<file path="src/rtl/mux_rr_scheduler_if.sv">
// Bus bundle for the round-robin mux scheduler: requests and data lanes in,
// grant, select and sampled output back.
interface mux_rr_scheduler_if;
  logic       en;
  logic [3:0] req;
  logic [3:0] I;
  logic [3:0] gnt;
  logic [1:0] S;
  logic       Y;
  logic       valid;

  modport master (output en, req, I, input gnt, S, Y, valid);
  modport slave  (input en, req, I, output gnt, S, Y, valid);
endinterface

</file>
<file path="src/rtl/mux_rr_scheduler.sv">
// Round-robin scheduler sharing a 4:1 single-bit mux among four requesters;
// each grant yields at most BURST registered samples of the selected lane.
module mux_rr_scheduler #(
  parameter int unsigned BURST = 4
) (
  input  logic               clk,
  input  logic               rst_n,
  mux_rr_scheduler_if.slave  bus
);

  typedef enum logic {IDLE, GRANT} state_t;

  state_t     state;
  logic [3:0] gnt;
  logic [1:0] sel;
  logic       y;
  logic       valid;
  logic [3:0] cnt;
  logic [1:0] ptr;

  logic [1:0] rel_ptr;
  logic [1:0] win_idle;
  logic [1:0] win_rel;
  logic       any_req;
  logic       sample;
  logic       release_now;

  // First requesting lane scanning p, p+1, p+2, p+3 (mod 4).
  function automatic logic [1:0] pick(input logic [1:0] p, input logic [3:0] r);
    logic [1:0] idx;
    logic       found;
    pick  = p;
    found = 1'b0;
    for (int unsigned k = 0; k < 4; k++) begin
      idx = p + 2'(k);
      if (!found && r[idx]) begin
        pick  = idx;
        found = 1'b1;
      end
    end
  endfunction

  always_comb begin
    rel_ptr     = sel + 2'd1;
    any_req     = |bus.req;
    win_idle    = pick(ptr, bus.req);
    win_rel     = pick(rel_ptr, bus.req);
    sample      = 1'b0;
    release_now = 1'b0;
    if (!bus.en) begin
      release_now = 1'b1;
    end else if (!bus.req[sel]) begin
      release_now = 1'b1;
    end else if (cnt == 4'(BURST)) begin
      sample      = 1'b1;
      release_now = 1'b1;
    end else begin
      sample      = 1'b1;
    end
  end

  always_ff @(posedge clk or negedge rst_n) begin
    if (!rst_n) begin
      state <= IDLE;
      gnt   <= '0;
      sel   <= '0;
      y     <= 1'b0;
      valid <= 1'b0;
      cnt   <= '0;
      ptr   <= '0;
    end else begin
      case (state)
        IDLE: begin
          valid <= 1'b0;
          if (bus.en && any_req) begin
            gnt   <= 4'b0001 << win_idle;
            sel   <= win_idle;
            cnt   <= 4'd1;
            state <= GRANT;
          end
        end
        GRANT: begin
          valid <= sample;
          if (sample) y <= bus.I[sel];
          // Release re-arbitrates on the same edge from the lane after the
          // released one, so back-to-back grants have no bubble.
          if (release_now) begin
            ptr <= rel_ptr;
            if (bus.en && any_req) begin
              gnt <= 4'b0001 << win_rel;
              sel <= win_rel;
              cnt <= 4'd1;
            end else begin
              gnt   <= '0;
              state <= IDLE;
            end
          end else begin
            cnt <= cnt + 4'd1;
          end
        end
        default: state <= IDLE;
      endcase
    end
  end

  assign bus.gnt   = gnt;
  assign bus.S     = sel;
  assign bus.Y     = y;
  assign bus.valid = valid;

endmodule
</file>
<file path="src/flat_wrapper.sv">
// flat-port wrapper written by rule: the top's interface ports become plain ports
module mux_rr_scheduler_flat 
#(
  parameter int unsigned BURST = 4
)
  (clk, rst_n, bus_en, bus_req, bus_I, bus_gnt, bus_S, bus_Y, bus_valid);
  mux_rr_scheduler_if bus_i ();
  input  logic clk;
  input  logic rst_n;
  input wire logic [$bits(bus_i.en)-1:0] bus_en;
  input wire logic [$bits(bus_i.req)-1:0] bus_req;
  input wire logic [$bits(bus_i.I)-1:0] bus_I;
  output wire logic [$bits(bus_i.gnt)-1:0] bus_gnt;
  output wire logic [$bits(bus_i.S)-1:0] bus_S;
  output wire logic [$bits(bus_i.Y)-1:0] bus_Y;
  output wire logic [$bits(bus_i.valid)-1:0] bus_valid;
  assign bus_i.en = bus_en;
  assign bus_i.req = bus_req;
  assign bus_i.I = bus_I;
  assign bus_gnt = bus_i.gnt;
  assign bus_S = bus_i.S;
  assign bus_Y = bus_i.Y;
  assign bus_valid = bus_i.valid;
  mux_rr_scheduler #(.BURST(BURST)) u_core (.clk(clk), .rst_n(rst_n), .bus(bus_i));
endmodule
</file>
<file path="config.mk">
export PLATFORM = sky130hd
export DESIGN_NAME = mux_rr_scheduler_flat
export DESIGN_NICKNAME = d
export VERILOG_FILES = /design/src/rtl/mux_rr_scheduler_if.sv /design/src/rtl/mux_rr_scheduler.sv /design/src/flat_wrapper.sv
export SDC_FILE = /design/constraint.sdc
export NUM_CORES = 1
export LEC_CHECK = 0
export BUFFER_PORTS_ARGS = -buffer_cell sky130_fd_sc_hd__buf_2
export CAP_MARGIN = 20
export CORE_AREA = 4 4 52 54
export DETAILED_ROUTE_END_ITERATION = 10
export DIE_AREA = 0 0 56 58
export HOLD_SLACK_MARGIN = 0.12
export PLACE_DENSITY = 0.72
export SYNTH_ARGS = -nofsm -noshare
export SYNTH_HDL_FRONTEND = slang
export SYNTH_SLANG_ARGS = --single-unit
</file>
<file path="constraint.sdc">
create_clock -name clk -period 1.9 [get_ports clk]
set_clock_uncertainty 0.2 [all_clocks]
set_input_delay 0.19 -clock clk [delete_from_list [all_inputs] [get_ports clk]]
set_output_delay 0.19 -clock clk [all_outputs]
set_load 0.01 [all_outputs]
</file>
## Yosys cells after proc, flatten, opt, wreduce, memory -nomap -nowiden

Cells that the tools add are included.

- Reductions and logical operators: 18
- Add/subtract/negate cells: 8
- $lt $le $gt $ge: 9
- Bitwise gates (word level): 1
- Equal/unequal tests: 4
- Shifts and indexed selects: 2
- Mux-type cells: 52

Operators with widths:

| cell | count |
|---|---|
| $lt 2x3->1 const B | 9 |
| $mux 1 | 23 |
| $bmux 1 s2 | 10 |
| $mux 4 | 5 |
| $mux 2 | 9 |
| $pmux 4 s2 | 2 |
| $add 2x2->2 const B | 4 |
| $shl 1x2->4 const A | 2 |
| $logic_and 1x1->1 | 7 |
| $add 2x1->2 const B | 3 |
| $logic_not 1->1 | 6 |
| $reduce_and 2->1 | 3 |
| $add 4x1->4 const B | 1 |
| $eq 4x3->1 const B | 1 |
| $ne 2x2->1 const B | 2 |
| $pmux 1 s2 | 2 |
| $pmux 2 s2 | 1 |
| $reduce_or 4->1 | 1 |
| $reduce_and 3->1 | 1 |
| $ne 2x1->1 const B | 1 |
| $not 1->1 | 1 |

- Output and inout port bits: 8
- Flip-flop bits (word level): 15
- Bits of input ports: 11
- Logic and storage cells: 101

## Depth between registers and ports, before layout

Gate-level depths: netlist (run 1).

- Depth after elaboration: 17
- Gate-level depth with buffers: 7
- Gate-level depth less buffers: 6

## Worst setup path before layout (run 1)

OpenSTA, ideal clock, no wires.

- Path type: reg2reg
- From: register u_core.sel[1] (netlist: u_core.bus.S[1])
- To: register u_core.sel[1] (netlist: u_core.bus.S[1])
- Stages on the path, launching flop included: 8
- Path buffers: 2
- Required time: 1575 ps
- Setup slack: -181 ps
- Period minus slack after synthesis: 2081 ps
- Data arrival time: 1756 ps
- Setup time: 125 ps
- Path through: dfrtp_1 -> buf_6 -> mux4_2 -> and3_4 -> buf_6 -> nand2_8 -> nand2_4 -> mux2_4

- Word-level cells in the longest chain between the ends: 16
- Elaborated cells between the ends (all ways): 33
- Classes of those cells: add/sub (4); eq/ne (1); mux (21); reduce/logical (7)

Ends and longest elaborated chain:

| item | line | text |
|---|---|---|
| start, declared | mux_rr_scheduler.sv:15 | `logic [1:0] sel;` |
| start signal, assigned | mux_rr_scheduler.sv:77 | `sel <= win_idle;` |
| start signal, assigned | mux_rr_scheduler.sv:91 | `sel <= win_rel;` |
| parallel branches: the longest is 16 deep, another holds $add 2x1->2 | n/a |  |

Several ways; the timed one is not identified. The select of a mux whose other input is x is not followed.
A chain may end at the register's enable or synchronous reset.

## Final worst setup path (run 1)

Ends and elaborated chain as after synthesis.

==> results of run 1 <==
==> power by group <==
part	switching, mW	internal [mW]
clock	0.106	0.0782
combinational	0.488	0.482
sequential	0.0923	0.433
total	0.687	0.993
==> routing by layer <==
metal	global-route usage, %	part of all wire, %	vias up
met1	18.5	39	474
met3	3.12	2.9	11
met2	30.4	55	24
li1	-	-	445
met4	7.80	2.7	0
met5	0	0	-
==> metrics by stage <==
stage                     hold slack [ns]  setup TNS (ns)  std cells  utilization, %
final                               0.125         -0.0617        163            63.8
after global routing                0.153          -0.324        163            63.8
after CTS                           0.125         -0.0854        162            59.2
after detailed placement          -0.0883         -0.0539        156            56.9
after global placement            -0.0903               0        156            56.9
after floorplan                    -0.306          -0.722        100               -
==> final cells by class <==
type                    count  share of cell area (%)
clock buffers               3                    1.60
clock inverters             1                   0.355
multi-input cells          72                    49.2
inverters                   7                    2.04
well taps                  28                    2.48
repair buffers             37                    17.6
flip-flops and latches     15                    26.7
==> kinds of logic after synthesis <==
family | after synthesis | synth area share [%]
mux | 10 | 12.9
buf+inv | 13 | 6.97
xor+xnor | 1 | 0.828
simple gates | 27 | 16.9
fa+ha+maj | 2 | 2.36
compound gates | 32 | 24.6
flops | 15 | 35.5
==> worst min-delay path by stage <==
| stage | endpoint | slack (ns) | cells past startpoint |
|---|---|---|---|
| 2_1_floorplan | u_core.bus.S[0] | -0.31 | 0 |
| 5_1_grt | u_core.bus.Y | 0.15 | 3 |
| 4_1_cts | u_core.cnt[0] | 0.13 | 2 |
| 3_3_place_gp | u_core.cnt[2] | -0.09 | 1 |
| 3_5_place_dp | u_core.cnt[0] | -0.09 | 1 |
| 6_report | u_core.cnt[2] | 0.13 | 2 |
==> registers in the layout, indices dropped and copies added (netlist names) <==
| name | cells |
|---|---|
| u_core.state | 1 |
| u_core.bus.Y | 1 |
| u_core.bus.valid | 1 |
| u_core.bus.gnt | 4 |
| u_core.cnt | 4 |
| u_core.bus.S | 2 |
| u_core.ptr | 2 |
==> what timing repair did <==
item,4_1_cts,5_1_grt
hold buffers,2,0
hold endpoints to repair,16,0
setup endpoints to repair,4,7
pin swaps,1,7
gates cloned,0,0
resized for setup,1,16
setup buffers,0,1
==> Yosys cell counts (2+ instances only) <==
master / n / area share (%)
a22o_1: 2 / 1.7
nand2b_1: 3 / 1.8
a21oi_1: 5 / 2.4
dfrtp_1: 15 / 35
mux4_2: 2 / 4.3
o22ai_1: 2 / 1.2
nand3_1: 4 / 1.9
mux2_1: 3 / 3.2
nor2b_1: 4 / 2.4
mux2i_1: 2 / 1.9
ha_1: 2 / 2.4
inv_1: 6 / 2.1
nor2_1: 2 / 0.71
mux2_2: 2 / 2.1
o31ai_1: 2 / 1.4
a31oi_1: 2 / 1.2
o21ai_0: 4 / 1.9
nand2_1: 4 / 1.4
o32ai_1: 2 / 1.7
buf_2: 3 / 1.4
buf_6: 2 / 2.1
nor3b_1: 2 / 1.4
==> critical path, delay by kind of cell (launching register included) <==
kind / cells / cell delay (ns)
multiplexers: 2 / 0.84
flip-flops: 1 / 0.42
AND/OR/NAND/NOR: 3 / 0.36
==> placed cells by master, fill, tap and decap left out, types with 2 or more instances in the layout <==
| master | Yosys | final |
|---|---|---|
| mux2_2 | 2 | 2 |
| a31oi_1 | 2 | 2 |
| o21ai_0 | 4 | 3 |
| nand2b_1 | 3 | 3 |
| ha_1 | 2 | 2 |
| buf_2 | 3 | 18 |
| nor2_1 | 2 | 2 |
| o21ai_1 | 1 | 2 |
| nand2_1 | 4 | 4 |
| a21oi_1 | 5 | 5 |
| buf_4 | 1 | 14 |
| buf_6 | 2 | 3 |
| mux4_2 | 2 | 2 |
| nand3_1 | 4 | 4 |
| dfrtp_1 | 15 | 14 |
| dlygate4sd3_1 | 0 | 2 |
| clkbuf_4 | 0 | 3 |
| mux2_1 | 3 | 2 |
| inv_1 | 6 | 6 |
| mux2_4 | 1 | 2 |
| nor3b_1 | 2 | 2 |
| a22o_1 | 2 | 2 |
| nor2b_1 | 4 | 4 |
| mux2i_1 | 2 | 2 |
==> summary.txt, run 1 <==
Clocking
  • Latest clock arrival within the worst-skew pair: 0.28 ns
  • Sink Count: 15
  • Clk buf depth: 2
  • H-tree levels: 1
  • CTS tree: done
  • CTS buffer count: 3
  • Clock root cell: clkbuf_4
  • CTS clock-pin slew for the worst setup and hold paths: 0.09 ns

STA
  • Max-slew violations: 0
  • Count of final setup violators: 4
  • Least-Margin Pin Slew: 0.478 ns
  • Final hold viol count: 0
  • RSZ-0062 raised after global routing: yes
  • Final period utilization: 101%
  • Minimum clock period: 1.93 ns
  • Achievable frequency: 519 MHz
  • Max-slew headroom: 67.9%
  • Final worst slack: -0.0276 ns

Floorplan
  • Die area: 3250 sq um
  • Initial Utilization: 47.9%
  • Die width: 56 um
  • Die Y: 58 um
  • IO Count: 19
  • Core area: 2210 sq um
  • Site Rows: 17

Placement
  • Pre-CTS setup slack: -0.0210 ns
  • Dpl hpwl: 2070 um
  • Gpl congestion: 0.867
  • Placed Area: 1260 sq um
  • Port bufs: 18

Final layout
  • P&R area growth vs syn: 33.3%
  • Final #Nets: 149
  • Multi-input gate area: 694 sq um
  • Post-route design area: 1410 sq um
  • Antenna Cells: 0
  • Sequential cell area: 377 sq um
  • Layout cells sized above 1: 45.9%
  • Fill count: 189

Worst setup path
  • CP Launch Type: flip-flop
  • Critical-path cell with the highest stage delay: mux4_2
  • R2R Setup Slk: -0.03 ns
  • CP endpoint: u_core.bus.S[1]
  • Worst endpoint required time: 1.88 ns
  • Reg2Reg Depth: 5
  • Critical Path Source: u_core.bus.S[1]
  • Critical Setup Path Class: flip-flop to flip-flop
  • Crit end category: flip-flop
  • Worst R2R Start: u_core.bus.S[1]
  • Arrival time of the worst setup path: 1.90 ns
  • Crit-path max FO: 6
  • Worst path cell trace: mux4_2 -> and3_4 -> nand2_8 -> nand2_4 -> mux2_4
  • FF-to-FF End: u_core.bus.S[1]
  • CP peak stage delay: 0.56 ns

Synthesis
  • Synthesized flop and latch total: 15
  • Post-synthesis cell area: 1060 sq um
  • Synth Net Count: 113
  • Post-synthesis sequential area ratio: 35.5%
  • Post-synth ARST share: 100%
  • Mean Syn Cell Area: 10.6 sq um
  • Post-Syn Instances: 100
  • Synth Flop Type: dfrtp_1
  • Post-synth EDFFs: 0
  • Synth unique cells: 47
  • YS warnings: 0

GRT
  • Grt ovf: 0
  • Initial antenna violation count: 0
  • Vias in the first global route: 942
  • Global-route usage over all layers: 16.6%
  • Largest net degree at the start of global routing: 16
  • First-pass GRT wire length: 4270 um

Drt
  • Pre-antenna DRT Iters: 4
  • DRC viols: 0
  • Iteration-0 DRC Markers: 20
  • Via/cell ratio: 5.85
  • Final wirelength: 2720 um
  • Via Count: 954
  • DR WL/cell: 16.7 um
  • Routed Antenna Nets: 0

Power
  • Pwr per Cell Area: 1190 nW/um^2
  • VDD IR max: 0.770 mV
  • Pleak: 0.643 nW
  • Overall Power: 1.68 mW

Run status
  • Violated checks: setup timing
  • Status: finished, violations left

Hold path
  • Worst hold path type: input port to asynchronous set/reset pin

Run
  • # Max-Cap Violations: 0
Power figures use the tool's default switching activity.
==> run 2: changes to the inputs <==
- MAX_ROUTING_LAYER: not set -> met4
==> run 2 against run 1 <==
The flow still finishes with violations (setup timing). Clock-buffer cell count stayed put. Flip-flop and latch count unchanged. Setup slack about the same. Critical path type unchanged.
==> summary.txt, run 2 (synthesis gave the netlist of run 1 again) <==
Worst setup path
  • Arrival time of the worst setup path: 1.91 ns
  • R2R Setup Slk: -0.03 ns
  • Worst endpoint required time: 1.88 ns
  • Worst R2R Start: u_core.bus.S[1]
  • FF-to-FF End: u_core.bus.S[1]
  • CP Launch Type: flip-flop
  • Critical Setup Path Class: flip-flop to flip-flop
  • Crit end category: flip-flop
  • Crit-path max FO: 6
  • Reg2Reg Depth: 5

Drt
  • Iteration-0 DRC Markers: 20
  • Via Count: 958
  • Via/cell ratio: 5.88
  • DR WL/cell: 16.7 um
  • Routed Antenna Nets: 0
  • Pre-antenna DRT Iters: 4
  • Final wirelength: 2720 um
  • DRC viols: 0

Power
  • Pwr per Cell Area: 1190 nW/um^2
  • VDD IR max: 0.768 mV
  • Pleak: 0.643 nW

Final layout
  • Multi-input gate area: 694 sq um
  • Commonest cells after routing, fill and taps aside: 18 x buf_2, 14 x buf_4, 14 x dfrtp_1
  • Fill count: 189
  • Final #Nets: 149
  • P&R area growth vs syn: 33.3%
  • Layout Utilization: 63.8%
  • Sequential cell area: 377 sq um
  • Regs by FF count: u_core.bus.gnt x4, u_core.cnt x4
  • Commonest non-fill, non-tap cell in the layout: buf_2
  • Antenna Cells: 0
  • Layout cells sized above 1: 45.9%
  • Final Non-Filler Cells: 163

Clocking
  • Latest clock arrival within the worst-skew pair: 0.29 ns
  • Clk buf depth: 2
  • CTS tree: done
  • CTS clock-pin slew for the worst setup and hold paths: 0.09 ns
  • Clock root cell: clkbuf_4
  • CTS buffer count: 3
  • Sink Count: 15
  • H-tree levels: 1

Floorplan
  • IO Count: 19
  • Site Rows: 17
  • Die width: 56 um
  • Initial Utilization: 47.9%
  • Core area: 2210 sq um
  • Die Y: 58 um
  • Die area: 3250 sq um

GRT
  • First-pass GRT wire length: 4270 um
  • Global-route usage over all layers: 17.1%
  • Initial antenna violation count: 0
  • Grt ovf: 0
  • Vias in the first global route: 942
  • Largest net degree at the start of global routing: 16

STA
  • Final period utilization: 101%
  • Final worst slack: -0.0273 ns
  • Least-Margin Pin Slew: 0.479 ns
  • Final hold viol count: 0
  • Minimum clock period: 1.93 ns
  • RSZ-0062 raised after global routing: yes
  • Max-slew headroom: 67.8%
  • Max-slew violations: 0
  • Setup TNS: -0.0649 ns
  • Count of final setup violators: 4
  • Achievable frequency: 519 MHz

Hold path
  • Worst hold path type: input port to asynchronous set/reset pin

Placement
  • # placed instances: 156
  • Pre-CTS setup slack: -0.0210 ns
  • Gpl congestion: 0.881
  • Dpl hpwl: 2070 um
  • Port bufs: 18

Run status
  • Violated checks: setup timing
  • Status: finished, violations left

Run
  • # Max-Cap Violations: 0
-- run 2: cell counts in the layout (fill, tap and decap cells not counted) --
No cell type changed its count.
-- run 2: power breakdown --
part | total, mW | internal (mW) | switching (mW)
Sequential | 0.525 | 0.433 | 0.0925
Clock | 0.188 | 0.0785 | 0.110
Combinational | 0.970 | 0.482 | 0.487
-- run 2: area by class of cell --
cell class,instances,area share [%]
Clock buffer,3,1.60
Timing Repair Buffer,37,17.6
Sequential cell,15,26.7
Inverter,7,2.04
Clock inverter,1,0.355
Tap cell,28,2.48
Multi-Input combinational cell,72,49.2
-- run 2: per-layer routing --
layer / up-vias / track usage (%) / part of all wire (%)
met2: 24 / 30.4 / 55
met4: 0 / 7.80 / 2.9
li1: 444 / - / -
met3: 11 / 3.12 / 3.5
met5: - / - / 0
met1: 479 / 18.5 / 39
-- run 2: critical path: stages, from the launching register on --
cell,delay [ns]
dfrtp_2,0.42
mux4_2,0.56
and3_4,0.24
nand2_8,0.08
nand2_4,0.04
mux2_4,0.28
-- run 2: repair_timing --
| action | CTS | global route |
|---|---|---|
| endpoints found under the hold margin | 16 | 0 |
| gates resized for setup | 1 | 16 |
| pin swaps | 1 | 7 |
| hold buffers | 2 | 0 |
| endpoints found under the setup margin | 4 | 7 |
| gates cloned | 0 | 0 |
| buffers inserted | 0 | 1 |
-- run 2: stage by stage --
stage / total power [mW] / instance area [sq um] / hold slack (ns)
6_report: 1.68 / 1410 / 0.114
5_1_grt: 1.80 / 1410 / 0.153
4_1_cts: 1.52 / 1310 / 0.125
3_5_place_dp: 1.34 / 1260 / -0.0883
3_3_place_gp: 1.29 / 1260 / -0.0903
2_1_floorplan: 1.05 / 1060 / -0.306
-- run 2: worst max-delay path by stage --
stage / startpoint / endpoint / slack [ns] / cells after the start
floorplan: u_core.bus.S[1] / u_core.bus.S[1] / -0.16 / 7
global placement: u_core.bus.S[1] / u_core.bus.gnt[2] / 0.02 / 4
detailed placement: u_core.bus.S[1] / u_core.bus.S[1] / -0.02 / 5
CTS: u_core.bus.S[1] / u_core.bus.gnt[0] / -0.03 / 4
global route: u_core.bus.S[1] / u_core.bus.gnt[0] / -0.11 / 5
finish: u_core.bus.S[1] / u_core.bus.S[1] / -0.03 / 5
==> run 3: changes to the inputs <==
- CORE_AREA: 4 4 52 54 -> 4 4 50 52
- DIE_AREA: 0 0 56 58 -> 0 0 54 56
- PLACE_DENSITY: 0.72 -> 0.74
- clock period: 1.9 -> 2.2 ns (I/O delays scaled with it)
==> run 3 against run 2 <==
The flow now finishes without violations. Register-to-register slack better by 0.14 ns. Global-route usage grew 1.2 points. Core utilization decreased by 6.0 points. Largest cell class unchanged. Cell area decreased by 14%. Flip-flop and latch count unchanged. Cell count decreased by 8.0%.
==> summary.txt, run 3 (synthesis gave the netlist of run 1 again) <==
STA
  • Count of final setup violators: 0
  • Setup TNS: 0 ns
  • RSZ-0062 raised after global routing: no
  • Max-slew violations: 0
  • Least-Margin Pin Slew: 0.504 ns
  • Final hold viol count: 0
  • Achievable frequency: 478 MHz
  • Final period utilization: 95.1%
  • Max-slew headroom: 66.1%
  • Minimum clock period: 2.09 ns

Final layout
  • Commonest non-fill, non-tap cell in the layout: buf_2
  • Antenna Cells: 0
  • Regs by FF count: u_core.bus.gnt x4, u_core.cnt x4
  • Fill count: 181
  • Layout cells sized above 1: 32.8%
  • Final #Nets: 136
  • Commonest cells after routing, fill and taps aside: 18 x buf_2, 15 x dfrtp_1, 6 x inv_1
  • P&R area growth vs syn: 14.9%
  • Post-route design area: 1220 sq um

Floorplan
  • Site Rows: 17
  • IO Count: 19
  • Core area: 2110 sq um
  • Die Y: 56 um
  • Die area: 3020 sq um
  • Initial Utilization: 50.3%
  • Die width: 54 um

Worst setup path
  • Worst path cell trace: mux4_2 -> a31oi_2 -> a21oi_2 -> mux2_1
  • Critical Setup Path Class: flip-flop to flip-flop
  • CP peak stage delay: 0.58 ns
  • Bufs and invs on worst path: 0
  • Worst endpoint required time: 2.18 ns
  • CP delay by family, top: multiplexers
  • Crit end category: flip-flop
  • Arrival time of the worst setup path: 2.07 ns
  • Crit-path max FO: 5
  • CP Launch Type: flip-flop
  • Critical-path cell with the highest stage delay: mux4_2

Placement
  • Dpl hpwl: 1750 um
  • Gpl congestion: 0.925
  • Port bufs: 18
  • Placed Area: 1170 sq um

Drt
  • Via Count: 880
  • Routed Antenna Nets: 0
  • DRC viols: 0
  • DR WL/cell: 15.2 um
  • Pre-antenna DRT Iters: 4
  • Via/cell ratio: 5.87
  • Final wirelength: 2290 um
  • Iteration-0 DRC Markers: 34

Clocking
  • CTS buffer count: 3
  • CTS tree: done
  • Post-cts sizing count: 0
  • Clock root cell: clkbuf_4
  • CTS clock-pin slew for the worst setup and hold paths: 0.09 ns
  • Latest clock arrival within the worst-skew pair: 0.30 ns
  • Sink Count: 15
  • H-tree levels: 1
  • Clk buf depth: 2

Run
  • # Max-Cap Violations: 0

GRT
  • Largest net degree at the start of global routing: 16
  • Grt ovf: 0
  • Vias in the first global route: 879
  • Initial antenna violation count: 0
  • Global-route usage over all layers: 18.3%
  • First-pass GRT wire length: 4060 um

Run status
  • Status: finished clean

Power
  • VDD IR max: 0.528 mV
  • Pwr per Cell Area: 1020 nW/um^2
  • Pleak: 0.558 nW

Hold path
  • Worst hold path type: input port to asynchronous set/reset pin
==> run 3: worst register-to-register path, delay by kind of cell (launching register included) <==
kind | cells | cell delay [ns]
compound gates | 2 | 0.37
flops | 1 | 0.51
mux | 2 | 0.90
==> run 3: timing repair <==
item | in CTS | in global routing
hold buffers | 2 | 0
buffers inserted | 0 | 0
hold endpoints to repair | 20 | 0
==> run 3: final timing paths <==
kind	endpoint	start	cells past startpoint	slack, ns
min in group clk	u_core.bus.Y	bus_I[0]	3	0.16
worst max-delay path	u_core.bus.gnt[2]	u_core.bus.S[1]	4	0.11
worst min-delay path	u_core.ptr[1]	rst_n	2	0.16
max in group asynchronous	u_core.cnt[1]	rst_n	2	1.38
worst min register to register	u_core.bus.gnt[2]	u_core.bus.gnt[2]	1	0.29
worst max register to register	u_core.bus.gnt[2]	u_core.bus.S[1]	4	0.11
==> run 3: metrics by stage <==
stage / total power, mW / setup WS [ns] / hold WS [ns] / std cells / util (%)
detailed placement: 1.08 / 0.133 / -0.0563 / 144 / 55.5
CTS: 1.25 / 0.115 / 0.157 / 150 / 57.8
global route: 1.35 / 0.0622 / 0.165 / 150 / 57.8
global placement: 1.07 / 0.156 / -0.0618 / 144 / 55.5
floorplan: 0.906 / 0.119 / -0.276 / 100 / -
finish: 1.25 / 0.108 / 0.157 / 150 / 57.8
==> run 3: final cells by class <==
| type | count | area, sq um | share of cell area [%] |
|---|---|---|---|
| tap | 28 | 35.0 | 2.88 |
| inverter | 7 | 28.8 | 2.37 |
| sequential | 15 | 375 | 30.9 |
| multi-input combinational | 72 | 609 | 50.1 |
| timing repair buffer | 24 | 140 | 11.5 |
| clock buffer | 3 | 22.5 | 1.85 |
| clock inverter | 1 | 5.00 | 0.412 |
==> run 3: layer usage <==
layer	GRT usage [%]	routed length (um)	up-vias
met5	-	0	-
met2	29.1	1180	33
met4	6.76	34	0
met1	22.6	953	424
li1	-	-	418
met3	3.49	121	5
==> run 3: power by group <==
part / internal, mW / switching [mW] / leakage, nW
clock: 0.0678 / 0.0935 / 0.0177
combinational: 0.297 / 0.320 / 0.351
sequential: 0.371 / 0.0953 / 0.189
total: 0.737 / 0.509 / 0.558
